<file path="src/rtl/cam_bit_deser_pkg.sv">
// Shared types and constants for the camera bit deserializer: word/tag widths,
// default frame length and the packer FSM state encoding.
package cam_bit_deser_pkg;

  localparam int WORD_W         = 32;
  localparam int TAG_W          = 2;
  localparam int ENTRY_W        = WORD_W + TAG_W;
  localparam int FRAME_BITS_DEF = 15440;

  typedef enum logic [1:0] {
    S_IDLE  = 2'd0,
    S_RUN   = 2'd1,
    S_FLUSH = 2'd2
  } state_t;

  // One FIFO entry: packed word plus start/end-of-frame tags.
  typedef struct packed {
    logic [WORD_W-1:0] data;
    logic              sof;
    logic              eof;
  } word_t;

endpackage

</file>
<file path="src/rtl/cam_bit_deser_if.sv">
// Word stream from the deserializer to the accelerator: valid/ready handshake
// carrying a 32-bit word with sof/eof tags.
interface cam_bit_deser_if;
  import cam_bit_deser_pkg::*;

  logic              o_word_valid;
  logic              i_word_ready;
  logic [WORD_W-1:0] o_word_data;
  logic              o_word_sof;
  logic              o_word_eof;

  modport master (output o_word_valid, o_word_data, o_word_sof, o_word_eof,
                  input  i_word_ready);
  modport slave  (input  o_word_valid, o_word_data, o_word_sof, o_word_eof,
                  output i_word_ready);
endinterface

</file>
<file path="src/rtl/cam_deser_fifo.sv">
// Synchronous FIFO for tagged camera words; write-to-visible latency of one
// cycle, no bypass, head data forced to zero while empty.
module cam_deser_fifo #(
  parameter int WIDTH = 34,
  parameter int DEPTH = 4
) (
  input  logic             clk,
  input  logic             rst,
  input  logic             push,
  input  logic [WIDTH-1:0] push_data,
  input  logic             pop,
  output logic [WIDTH-1:0] head_data,
  output logic             full,
  output logic             empty
);

  localparam int AW = $clog2(DEPTH);

  logic [WIDTH-1:0] mem [DEPTH];
  logic [AW:0]      wr_ptr;
  logic [AW:0]      rd_ptr;
  logic             wr_en;
  logic             rd_en;

  assign empty = (wr_ptr == rd_ptr);
  assign full  = (wr_ptr[AW] != rd_ptr[AW]) && (wr_ptr[AW-1:0] == rd_ptr[AW-1:0]);
  assign rd_en = pop && !empty;
  // A pop in the same cycle frees the slot, so a full FIFO still accepts.
  assign wr_en = push && (!full || rd_en);

  always_ff @(posedge clk) begin
    if (rst) begin
      wr_ptr <= '0;
      rd_ptr <= '0;
    end else begin
      if (wr_en) wr_ptr <= wr_ptr + 1'b1;
      if (rd_en) rd_ptr <= rd_ptr + 1'b1;
    end
  end

  // NOTE: storage is not reset; the pointers alone define which entries are live.
  always_ff @(posedge clk) begin
    if (wr_en) mem[wr_ptr[AW-1:0]] <= push_data;
  end

  assign head_data = empty ? '0 : mem[rd_ptr[AW-1:0]];

endmodule

</file>
<file path="src/rtl/cam_bit_deser.sv">
// Serial camera stream to 32-bit tagged words with output FIFO.
// Optional statistics counters (drop_cnt, frame_cnt) under `CAM_DESER_STAT_EN.
module cam_bit_deser
  import cam_bit_deser_pkg::*;
#(
  parameter int FRAME_BITS = FRAME_BITS_DEF,
  parameter int FIFO_DEPTH = 4,
  parameter bit MSB_FIRST  = 1'b1
) (
  input  logic                   clk,
  input  logic                   rst,
  input  logic                   cam_en,
  input  logic                   i_cam_data,
  input  logic                   clr_status,
  cam_bit_deser_if.master        word_if,
  output logic                   o_frame_done,
  output logic                   o_overflow,
  output logic                   o_abort
`ifdef CAM_DESER_STAT_EN
  ,
  output logic [15:0]            drop_cnt,
  output logic [15:0]            frame_cnt
`endif
);

  localparam int CNT_W     = $clog2(FRAME_BITS);
  localparam int PART_BITS = FRAME_BITS % WORD_W;
  localparam int PAD       = (PART_BITS == 0) ? 0 : WORD_W - PART_BITS;
  localparam logic [CNT_W-1:0] LAST_IDX = CNT_W'(FRAME_BITS - 1);

  state_t            state, state_nxt;
  logic [CNT_W-1:0]  bit_cnt, cnt_nxt;
  logic [WORD_W-1:0] shreg, shreg_nxt, shifted;
  logic              first_word, first_nxt;
  logic              push, done_nxt, abort_nxt;
  word_t             push_entry, head;
  logic              fifo_full, fifo_empty, pop, drop;

  assign shifted = MSB_FIRST ? {shreg[WORD_W-2:0], i_cam_data}
                             : {i_cam_data, shreg[WORD_W-1:1]};

  // NOTE: every comb output gets a default first so no path infers a latch.
  always_comb begin
    state_nxt  = state;
    cnt_nxt    = bit_cnt;
    shreg_nxt  = shreg;
    first_nxt  = first_word;
    push       = 1'b0;
    push_entry = '0;
    done_nxt   = 1'b0;
    abort_nxt  = 1'b0;
    case (state)
      S_IDLE: begin
        if (cam_en) begin
          shreg_nxt = shifted;
          cnt_nxt   = CNT_W'(1);
          state_nxt = S_RUN;
        end
      end
      S_RUN: begin
        if (!cam_en) begin
          abort_nxt = 1'b1;
          cnt_nxt   = '0;
          shreg_nxt = '0;
          first_nxt = 1'b1;
          state_nxt = S_IDLE;
        end else begin
          shreg_nxt = shifted;
          cnt_nxt   = bit_cnt + CNT_W'(1);
          if (bit_cnt[4:0] == 5'd31) begin
            push            = 1'b1;
            push_entry.data = shifted;
            push_entry.sof  = first_word;
            push_entry.eof  = (bit_cnt == LAST_IDX);
            first_nxt       = 1'b0;
          end
          if (bit_cnt == LAST_IDX) begin
            cnt_nxt = '0;
            if (PART_BITS == 0) begin
              done_nxt  = 1'b1;
              first_nxt = 1'b1;
              shreg_nxt = '0;
              state_nxt = S_IDLE;
            end else begin
              state_nxt = S_FLUSH;
            end
          end
        end
      end
      S_FLUSH: begin
        // The partial word's valid bits sit at the shift-in end; move them to the frame-order end.
        push            = 1'b1;
        push_entry.data = MSB_FIRST ? (shreg << PAD) : (shreg >> PAD);
        push_entry.sof  = first_word;
        push_entry.eof  = 1'b1;
        done_nxt        = 1'b1;
        first_nxt       = 1'b1;
        shreg_nxt       = '0;
        state_nxt       = S_IDLE;
      end
      default: state_nxt = S_IDLE;
    endcase
  end

  assign pop  = !fifo_empty && word_if.i_word_ready;
  assign drop = push && fifo_full && !pop;

  // NOTE: sequential state uses non-blocking assignments so all flops update together.
  always_ff @(posedge clk) begin
    if (rst) begin
      state        <= S_IDLE;
      bit_cnt      <= '0;
      shreg        <= '0;
      first_word   <= 1'b1;
      o_frame_done <= 1'b0;
      o_abort      <= 1'b0;
      o_overflow   <= 1'b0;
    end else begin
      state        <= state_nxt;
      bit_cnt      <= cnt_nxt;
      shreg        <= shreg_nxt;
      first_word   <= first_nxt;
      o_frame_done <= done_nxt;
      o_abort      <= abort_nxt;
      if (drop)            o_overflow <= 1'b1;
      else if (clr_status) o_overflow <= 1'b0;
    end
  end

`ifdef CAM_DESER_STAT_EN
  always_ff @(posedge clk) begin
    if (rst) begin
      drop_cnt  <= '0;
      frame_cnt <= '0;
    end else begin
      if (drop) begin
        if (drop_cnt != 16'hFFFF) drop_cnt <= drop_cnt + 16'd1;
      end else if (clr_status) begin
        drop_cnt <= '0;
      end
      if (done_nxt) frame_cnt <= frame_cnt + 16'd1;
    end
  end
`endif

  cam_deser_fifo #(
    .WIDTH (ENTRY_W),
    .DEPTH (FIFO_DEPTH)
  ) u_fifo (
    .clk       (clk),
    .rst       (rst),
    .push      (push),
    .push_data (push_entry),
    .pop       (pop),
    .head_data (head),
    .full      (fifo_full),
    .empty     (fifo_empty)
  );

  assign word_if.o_word_valid = !fifo_empty;
  assign word_if.o_word_data  = head.data;
  assign word_if.o_word_sof   = head.sof;
  assign word_if.o_word_eof   = head.eof;

endmodule

</file>
<file path="src/flat_wrapper.sv">
// flat-port wrapper written by rule: the top's interface ports become plain ports
module cam_bit_deser_flat import cam_bit_deser_pkg::*;
#(
  parameter int FRAME_BITS = FRAME_BITS_DEF,
  parameter int FIFO_DEPTH = 4,
  parameter bit MSB_FIRST  = 1'b1
)
  (clk, rst, cam_en, i_cam_data, clr_status, o_frame_done, o_overflow, o_abort, word_if_o_word_valid, word_if_o_word_data, word_if_o_word_sof, word_if_o_word_eof, word_if_i_word_ready);
  cam_bit_deser_if word_if_i ();
  input  logic clk;
  input  logic rst;
  input  logic cam_en;
  input  logic i_cam_data;
  input  logic clr_status;
  output logic o_frame_done;
  output logic o_overflow;
  output logic o_abort;
  output wire logic [$bits(word_if_i.o_word_valid)-1:0] word_if_o_word_valid;
  output wire logic [$bits(word_if_i.o_word_data)-1:0] word_if_o_word_data;
  output wire logic [$bits(word_if_i.o_word_sof)-1:0] word_if_o_word_sof;
  output wire logic [$bits(word_if_i.o_word_eof)-1:0] word_if_o_word_eof;
  input wire logic [$bits(word_if_i.i_word_ready)-1:0] word_if_i_word_ready;
  assign word_if_o_word_valid = word_if_i.o_word_valid;
  assign word_if_o_word_data = word_if_i.o_word_data;
  assign word_if_o_word_sof = word_if_i.o_word_sof;
  assign word_if_o_word_eof = word_if_i.o_word_eof;
  assign word_if_i.i_word_ready = word_if_i_word_ready;
  cam_bit_deser #(.FRAME_BITS(FRAME_BITS), .FIFO_DEPTH(FIFO_DEPTH), .MSB_FIRST(MSB_FIRST)) u_core (.clk(clk), .rst(rst), .cam_en(cam_en), .i_cam_data(i_cam_data), .clr_status(clr_status), .word_if(word_if_i), .o_frame_done(o_frame_done), .o_overflow(o_overflow), .o_abort(o_abort));
endmodule
</file>
<file path="config.mk">
export PLATFORM = sky130hd
export DESIGN_NAME = cam_bit_deser_flat
export DESIGN_NICKNAME = d
export VERILOG_FILES = /design/src/rtl/cam_bit_deser_pkg.sv /design/src/rtl/cam_bit_deser_if.sv /design/src/rtl/cam_deser_fifo.sv /design/src/rtl/cam_bit_deser.sv /design/src/flat_wrapper.sv
export SDC_FILE = /design/constraint.sdc
export NUM_CORES = 1
export LEC_CHECK = 0
export ABC_AREA = 1
export ABC_CLOCK_PERIOD_IN_PS = 5000
export BUFFER_PORTS_ARGS = -buffer_cell sky130_fd_sc_hd__buf_2
export CAP_MARGIN = 20
export CORE_ASPECT_RATIO = 1.5
export CORE_UTILIZATION = 45
export DETAILED_ROUTE_END_ITERATION = 10
export GPL_ROUTABILITY_DRIVEN = 0
export PLACE_DENSITY = 0.65
export SLEW_MARGIN = 20
export SYNTH_ARGS = -nofsm -noshare
export SYNTH_HDL_FRONTEND = slang
export SYNTH_SLANG_ARGS = --single-unit
</file>
<file path="constraint.sdc">
create_clock -name clk -period 5 [get_ports clk]
set_input_delay 0.5 -clock clk [delete_from_list [all_inputs] [get_ports clk]]
set_output_delay 0.5 -clock clk [all_outputs]
set_load 0.01 [all_outputs]
</file>
## Word level (Yosys, flattened, before mapping)

Memory sizes are Yosys's and may differ from the RTL's. A register that Yosys moved wholly into a read port is not among the register bits.
Cells that the tools add are included.

- Flip-flop bits (word level): 57
- Bits in writable memories: 136
- Input port bits: 6
- Memories kept: 1

- Add/sub/neg operators: 3
- Eq/ne operators: 10
- Muxes and demuxes: 29
- Bitwise logic cells: 1
- Reduce and logical (&&, ||, !) cells: 20

Memory list:

| name | words | bits a word | read ports | clocked after memory_dff | wr ports | RTL line | text |
|---|---|---|---|---|---|---|---|
| u_core.u_fifo.mem | 4 | 34 | 1 | 1 | 1 | cam_deser_fifo.sv:19 | `logic [WIDTH-1:0] mem [DEPTH];` |

Operator list:

| operator | count |
|---|---|
| $mux W34 | 3 |
| $pmux W31 S3 | 1 |
| $pmux W34 S2 | 1 |
| $mux W31 | 2 |
| $mux W14 | 3 |
| $pmux W14 S2 | 1 |
| $add A14 B1 Y14 const B | 1 |
| $eq A14 B14 Y1 const B | 1 |
| $mux W1 | 10 |
| $mux W2 | 5 |
| $reduce_and A2 Y1 | 4 |
| $add A3 B1 Y3 const B | 2 |
| $logic_and A1 B1 Y1 | 6 |
| $ne A3 B2 Y1 const B | 2 |
| $reduce_bool A2 Y1 | 3 |
| $eq A5 B5 Y1 const B | 1 |
| $pmux W1 S2 | 2 |
| $pmux W2 S2 | 1 |
| $eq A3 B3 Y1 | 1 |
| $logic_not A1 Y1 | 3 |
| $reduce_bool A3 Y1 | 1 |
| $eq A2 B1 Y1 const B | 1 |
| $eq A2 B2 Y1 | 1 |
| $eq A2 B2 Y1 const B | 1 |
| 6 further kinds | 6 |

## Logic depth before layout (Yosys ltp)

Gate-level depths: netlist of the first run.

- Word-level depth: 8
- Gate-level depth with buffers: 10
- Gate-level depth less buffers: 9

## Cells and area by module

Synthesis of the first run repeated with hierarchy kept, for this count alone.

- Cells, all modules: 853
- Area total of the unflattened synthesis: 8,379.3 sq um

By module, submodules not included:

| module | times used | cells an instance | area an instance (sq um) | seq. area each (sq um) |
|---|---|---|---|---|
| cam_deser_fifo | 1 | 465 | 5,804.3 | 4,244.1 |
| cam_bit_deser | 1 | 388 | 2,575.0 | 1,021.0 |

## Worst setup path before layout of the first run

OpenSTA, ideal clock, no wires.

- Path type: reg2reg
- Start point: reg u_core.bit_cnt[1]
- End point: mem u_core.u_fifo.mem[0][0], enable pin
- Setup time: 0.425 ns
- Arrival time: 2.730 ns
- Required time: 4.575 ns
- Path slack: 1.845 ns
- Stages on the path, launching flop included: 9
- Period minus slack after synthesis: 3.155 ns
- Cells stage by stage: dfxtp_1 -> ha_1 -> nand2_2 -> nor2_4 -> ha_1 -> nand3_2 -> nand2_1 -> nand2_2 -> nor2_1

- Word-level cells in the longest chain between the ends: 7

Ends and longest elaborated chain:

| what | RTL line | text |
|---|---|---|
| from (decl) | cam_bit_deser.sv:32 | `logic [CNT_W-1:0] bit_cnt, cnt_nxt;` |
| from (signal assigned) | cam_bit_deser.sv:120 | `bit_cnt <= cnt_nxt;` |
| $eq A5 B5 Y1 | cam_bit_deser.sv:70 | `if (bit_cnt[4:0] == 5'd31) begin` |
| $mux W1 | cam_bit_deser.sv:70 |  |
| $mux W1 | cam_bit_deser.sv:61 | `if (!cam_en) begin` |
| $pmux W1 S2 | cam_bit_deser.sv:52 | `case (state)` |
| $logic_and A1 B1 Y1 | cam_deser_fifo.sv:29 | `assign wr_en = push && (!full \|\| rd_en);` |
| $mux W1 | cam_deser_fifo.sv:43 | `if (wr_en) mem[wr_ptr[AW-1:0]] <= push_data;` |
| $mux W1 (not written as such) | cam_deser_fifo.sv:43 |  |
| to (decl) | cam_deser_fifo.sv:19 |  |

Every way passes these cells.

## Worst setup path after layout of the first run

- Start point: reg u_core.bit_cnt[1]
- End point: mem u_core.u_fifo.mem[2][27], enable pin

Same word-level chain as after synthesis.

==> results of run 1 <==
==> worst max-delay path: stages, from the launching register on <==
cell     delay [ps]
dfxtp_1         350
ha_1            220
nand2_2          90
nor2_4          100
ha_1            180
nand3_2         490
nand2_1         400
nand2_2         230
nor2_4          540
buf_16          240
==> cell type report <==
cell class / count / area, µm²
flip-flops and latches: 195 / 5268
clock inverters: 14 / 152.6
clock buffers: 18 / 429.2
fillers: 1587 / 8660
inverters: 97 / 366.6
well taps: 248 / 310.3
multi-input cells: 501 / 2574
repair buffers: 50 / 332.8
==> through the flow <==
stage	worst slack (ps)	utilization (%)	std cells	hold WS, ps
floorplan	1845	-	835	444.5
global placement	1630	48.40	1087	452.3
detailed placement	1601	48.40	1087	464.1
CTS	1584	51.61	1119	314.3
global route	1587	52.14	1123	337.1
finish	1837	52.14	1123	319.3
==> placed cells by master (no fill, tap or decap), drive strengths merged, types with 2 or more instances in the layout <==
| cell type | netlist | layout |
|---|---|---|
| nand3b | 2 | 2 |
| nand4 | 4 | 4 |
| o22ai | 16 | 16 |
| edfxtp | 136 | 136 |
| nor2 | 159 | 159 |
| nand3 | 25 | 25 |
| ha | 11 | 11 |
| clkbuf | 20 | 18 |
| o32ai | 34 | 34 |
| a21oi | 45 | 45 |
| dfxtp | 59 | 59 |
| buf | 22 | 50 |
| xnor2 | 2 | 2 |
| o21ai | 41 | 41 |
| clkinv | 0 | 5 |
| xor2 | 9 | 9 |
| nand2 | 149 | 149 |
| inv | 97 | 106 |
==> metal layers <==
layer  vias to the layer above  GRT usage [%]  part of all wire (%)
li1                       2854              -                     -
met1                      2677          21.01                    42
met2                        98          32.21                    53
met3                        23          2.714                   3.3
met4                         0          7.265                   2.1
met5                         -              0                     0
==> synth_stat cells, types with 4 or more instances <==
| cell type | number | area [µm²] |
|---|---|---|
| inv_2 | 8 | 30.03 |
| a21oi_1 | 45 | 225.2 |
| clkbuf_1 | 19 | 71.32 |
| xor2_1 | 9 | 78.83 |
| buf_2 | 13 | 65.06 |
| inv_1 | 88 | 330.3 |
| o22ai_1 | 16 | 100.1 |
| nand3_1 | 23 | 115.1 |
| nor2_4 | 6 | 67.56 |
| o21ai_0 | 38 | 190.2 |
| o32ai_1 | 34 | 297.8 |
| dfxtp_1 | 59 | 1181 |
| buf_4 | 4 | 30.03 |
| nand4_1 | 4 | 25.02 |
| nor2_2 | 11 | 68.82 |
| ha_1 | 11 | 137.6 |
| nand2_1 | 143 | 536.8 |
| nor2_1 | 142 | 533.0 |
| buf_6 | 5 | 56.30 |
| edfxtp_1 | 136 | 4084 |
| nand2_2 | 6 | 37.54 |
==> cells by family after synthesis <==
| kind of cell | synth area share, % |
|---|---|
| AND/OR/NAND/NOR | 17.22 |
| AO/OA/AOI/OAI | 10.23 |
| buffers and inverters | 7.169 |
| flip-flops | 62.59 |
| XOR/XNOR | 1.145 |
| adder cells (fa/ha/maj) | 1.636 |
==> sequential cells by signal (all words and copies together), names as in the netlist, named ones only <==
| signal | flops |
|---|---|
| u_core.state | 2 |
| u_core.u_fifo.wr_ptr | 3 |
| u_core.u_fifo.rd_ptr | 3 |
| u_core.o_frame_done | 1 |
| u_core.o_overflow | 1 |
| u_core.u_fifo.mem | 136 |
| u_core.first_word | 1 |
| u_core.bit_cnt | 14 |
| u_core.shreg | 31 |
| u_core.o_abort | 1 |
==> path summary, 6_finish.rpt <==
| path | to | cells after the start | slack, ps | from |
|---|---|---|---|---|
| max | u_core.u_fifo.mem[2][27] | 9 | 1840 | u_core.bit_cnt[1] |
| min reg2reg | u_core.o_overflow | 2 | 470 | u_core.o_overflow |
| min | u_core.o_overflow | 4 | 320 | clr_status |
| max reg2reg | u_core.u_fifo.mem[2][27] | 9 | 1840 | u_core.bit_cnt[1] |
==> power by group through the flow <==
stage	clock network, mW	registers (mW)	logic, mW
after floorplan	0	1.75	0.0680
after global placement	0	1.75	0.0761
after detailed placement	0	1.75	0.0759
after CTS	1.33	1.71	0.0762
after global routing	1.40	1.71	0.0845
final	1.32	1.71	0.0752
==> run metrics, run 1 <==
Initial DRC Count between 300 and 400; Post-synth EDFFs around 140; Final Hold Fails 0; CTS Buffer Depth 2; RSZ-0062 raised after global routing no; ys flop type edfxtp_1; Resized cells post-CTS 0; Clock Skews 11.39 ps; I/O Buffers 43; CP required around 5000 ps; Psw ~0.71 mW; GRT overflow 0; minimum clock period between 3000 and 4000 ps; row cnt 60; final number of max-transition violations 0; DR pass1 iterations 5; final worst path period share about 63%; starting density of the core a little under half; critical path class reg -> reg; ys async rst share 0%; Tot Pwr slightly above 3 mW; Clock Root Buffer clkbuf_16; Ports between 40 and 50; static leakage 3.529 nW; Cell Pwr Density 328.8 nW/µm²; Data arrival, critical path 3290 ps; Fin Setup TNS 0 ps; fmax approximately 320 MHz; die area 19260 µm²; CTS sink cnt 195; Post-Synthesis Cells between 800 and 900; outcome finished clean; vias in the first global route ~5.4k; post-route antenna net violation count 0; combinational power share 2.4%; Hold Crit Class in -> reg; final net count between 800 and 900; # hold bufs at CTS 0; worst slew margin relative to its limit roughly 39%; CTS Buf Count 17; CTS tree yes; Mapped Area approximately 8400 µm²; count of yosys warnings during synthesis 0; final WL around 16000 µm; per-cell routed wire length approximately 15 µm; Core Region 18090 µm²; Setup violations, final 0; Die H 169.5 µm; Cell Area, Placed about 9000 µm²; Distinct cells, synth 32; Critical Path Fanout Max 33; internal power ~2.4 mW; largest net degree at the start of global routing 69; Layout area overhead 12.14%; part of the power in the clock network a little over two fifths; max-cap viol count 0; startpoint types flop; Peak supply drop between 200 and 300 µV; Synthesized Nets 852; first-pass GRT wire length roughly 27000 µm; Die X about 110 µm; sequential area share after synthesis between 60% and 70%; Via density slightly above 5; H-tree levels 4; Slew @ Worst Pin between 900 and 1000 ps; CP endpoint kind flop; Synth Register Bits a little under 200; DRC 0; initial antenna violation count 0; Post-DP HPWL about 10000 µm; clk slew on worst S/H paths 80 ps; layout cells sized above 1 between 10 and 15%; overall routing resource usage 17.84%; fin area about 9400 µm²; via count ~5.7k; Setup Buffers After CTS 0; Seq pwr share between 50 and 60%; Sw Ratio between 20% and 30%; Diodes inserted 0; mean area per synthesized cell between 10 and 15 µm²; Clk Latency, worst-skew pair between 400 and 500 ps
Power figures use the tool's default switching activity.
==> run 2, diff against run 1 <==
Settings changed: ABC_AREA 1 to 0, ABC_CLOCK_PERIOD_IN_PS 5000 to 3000.
Clock period 5 ns to 3 ns, I/O delays scaled along.
==> run 2 against run 1 <==
Net effect: the run now ends with DRC left; utilization increased by 0.21 points; sequential share of layout area is 1.9 points higher; die area down 4.7%; via count down 20%; clock power is 73% higher; count of clock-buffer cells in the layout down 1; largest cell class unchanged; worst hold slack worse by 160 ps; critical path depth fell by 2; synthesized area shrank 4.7%; sequential cell count unchanged.
==> run metrics, run 2 <==
initial antenna violation count 0; worst r2r path cells 7; Max stage delay cell, worst path dfxtp_1; most frequent cells in the layout edfxtp_1 (136), dfxtp_1 (58), and2_1 (53); Post-Synthesis Cells 538; mean area per synthesized cell 14.89 µm²; Clock Skews roughly 13 ps; combinational power share 2.0%; minimum clock period 2638 ps; CP required roughly 3100 ps; first-pass GRT wire length 24310 µm; Cell Pwr Density 576.0 nW/µm²; layout cells sized above 1 22.66%; Synthesized Nets around 560; WHS Endpoint u_core.shreg[0]; cell mode on critical path ha_1; CTS sink cnt around 200; Critical Path Fanout Max 25; failing checks DRC; Post-synth EDFFs approximately 140; Data arrival, critical path 2760 ps; via count about 4.5k; Fin Setup TNS 0 ps; Die H about 170 µm; area share of the largest cell type after synthesis 50.97%; worst slew margin relative to its limit between 30 and 40%; reg-to-reg critical path startpoint u_core.bit_cnt[0]; final worst path period share just under 90%; largest stage delay on the critical path around 430 ps; starting density of the core a little under half; Core Region about 17000 µm²; Synth Register Bits approximately 200; Psw approximately 1.2 mW; Peak supply drop about 330 µV; CTS tree yes; final number of max-transition violations 0; H-tree levels 4; Clk Latency, worst-skew pair around 430 ps; Slew @ Worst Pin a little over 1000 ps; startpoint types flop; final net count 591; sequential area share after synthesis between 60% and 70%; Distinct cells, synth 53; hold path startpoint i_cam_data; critical path class reg -> reg; outcome complete, but fails checks; Diodes inserted 0; fmax between 300 and 400 MHz; Post-DP HPWL roughly 9700 µm; clk slew on worst S/H paths about 70 ps; Clock Root Buffer clkbuf_16; count of yosys warnings during synthesis 0; DRC 8; CTS Buffer Depth 2; final WL roughly 15000 µm; row cnt roughly 60; most common cell after layout, fill and taps aside edfxtp_1; CTS Buf Count 17; # hold bufs at CTS 0; Die X 111.0 µm; per-cell routed wire length roughly 19 µm; Layout Utilization 52.35%; internal power 4.027 mW; Final Hold Fails 0; die area 18350 µm²; commonest cells in the netlist edfxtp_1 (136), dfxtp_1 (59), and2_1 (53); overall routing resource usage between 15 and 20%; critical path cell sequence ha_1 > and3_1 > ha_1 > and4_1 > or2_1 > and3_2 > buf_12; Sw Ratio about a quarter; Initial DRC Count 222; largest net degree at the start of global routing just under 60; DR pass1 iterations 8; vias in the first global route about 4.7k; Ports 44; Hold Crit Class in -> reg; max reg flops ~140; Layout area overhead 13.82%; static leakage approximately 2.8 nW; RR Endpoint u_core.u_fifo.mem[2][18]; Setup violations, final 0; Seq pwr share a little over half; Setup Buffers After CTS 0; Via density 5.648; area leader, netlist edfxtp_1; CP endpoint kind flop; register-to-register path setup slack about 360 ps; Mapped Area 8013 µm²; part of the power in the clock network 43.7%; post-route antenna net violation count 0; most common cell in the netlist edfxtp_1; max-cap viol count 0; RSZ-0062 raised after global routing no; I/O Buffers 43; Hold Crit Depth 3; ys async rst share 0%; ys flop type edfxtp_1; synth top area cells edfxtp_1 (51%), dfxtp_1 (15%), mux4_2 (9.6%); Resized cells post-CTS 0; GRT overflow 0
run 2: cell count changes in the layout (fill, tap and decap cells not counted), moves of 15 or more:
cell,before,now
o22ai_1,16,1
mux4_2,0,34
inv_1,88,6
nand3_1,23,8
o32ai_1,34,0
a22oi_1,0,33
and2_1,0,53
o21ai_0,38,7
nor2_1,138,48
nand2_1,143,7
a22o_1,0,16
a21oi_1,45,8
run 2: logic make-up (layout without fill, tap and decap cells):
| logic type | Yosys count | in the layout | share of synthesized area, % |
|---|---|---|---|
| xor+xnor | 10 | 10 | 1.187 |
| compound gates | 78 | 78 | 7.433 |
| simple gates | 163 | 163 | 11.54 |
| flops | 195 | 195 | 65.71 |
| fa+ha+maj | 11 | 11 | 1.718 |
| buf+inv | 42 | 91 | 2.155 |
| mux | 39 | 39 | 10.26 |
run 2: metal layers:
layer,vias up,share of wire [%],global-route usage (%)
met5,-,0,0
met3,23,2.3,3.139
met2,74,56,33.42
met4,0,2.4,7.721
met1,2278,40,18.76
li1,2143,-,-
run 2: cell type report:
cell class | count | area (µm²)
multi-input cells | 301 | 2587
inverters | 6 | 22.52
clock buffers | 17 | 425.4
clock inverters | 15 | 198.9
well taps | 213 | 266.5
repair buffers | 53 | 352.8
flip-flops and latches | 195 | 5266
fillers | 1438 | 8302
run 2: power groups by stage:
stage	sequential, mW	clock [mW]	combinational, mW
floorplan	2.91	0	0.0792
global placement	2.91	0	0.103
detailed placement	2.91	0	0.106
CTS	2.85	2.35	0.107
global route	2.85	2.44	0.118
finish	2.85	2.29	0.107
run 2: stage by stage:
step / hold WS (ps) / instance area, µm² / total power, mW / std cells / setup slack (ps)
CTS: 147.2 / 9120 / 5.303 / 800 / 343.9
global route: 165.5 / 9120 / 5.410 / 800 / 215.9
finish: 162.2 / 9120 / 5.253 / 800 / 361.9
detailed placement: 463.1 / 8496 / 3.019 / 768 / 359.8
global placement: 479.6 / 8496 / 3.015 / 768 / 427.4
floorplan: 436.9 / 8013 / 2.990 / 538 / 349.0
run 2: critical path: cells and delay by family, from the launching register on:
kind | cells | cell delay, ps
buffers and inverters | 1 | 240
adder cells (fa/ha/maj) | 2 | 470
flip-flops | 1 | 430
AND/OR/NAND/NOR | 4 | 1170
run 2: worst max path at each step:
stage | startpoint | endpoint | slack [ps] | depth (start not counted)
floorplan | u_core.bit_cnt[0] | u_core.u_fifo.mem[1][0] | 350 | 9
global placement | u_core.bit_cnt[0] | u_core.u_fifo.mem[0][31] | 430 | 7
detailed placement | u_core.bit_cnt[0] | u_core.u_fifo.mem[0][31] | 360 | 7
CTS | u_core.bit_cnt[0] | u_core.u_fifo.mem[1][0] | 340 | 7
global route | u_core.bit_cnt[0] | u_core.u_fifo.mem[1][25] | 220 | 7
finish | u_core.bit_cnt[0] | u_core.u_fifo.mem[2][18] | 360 | 7
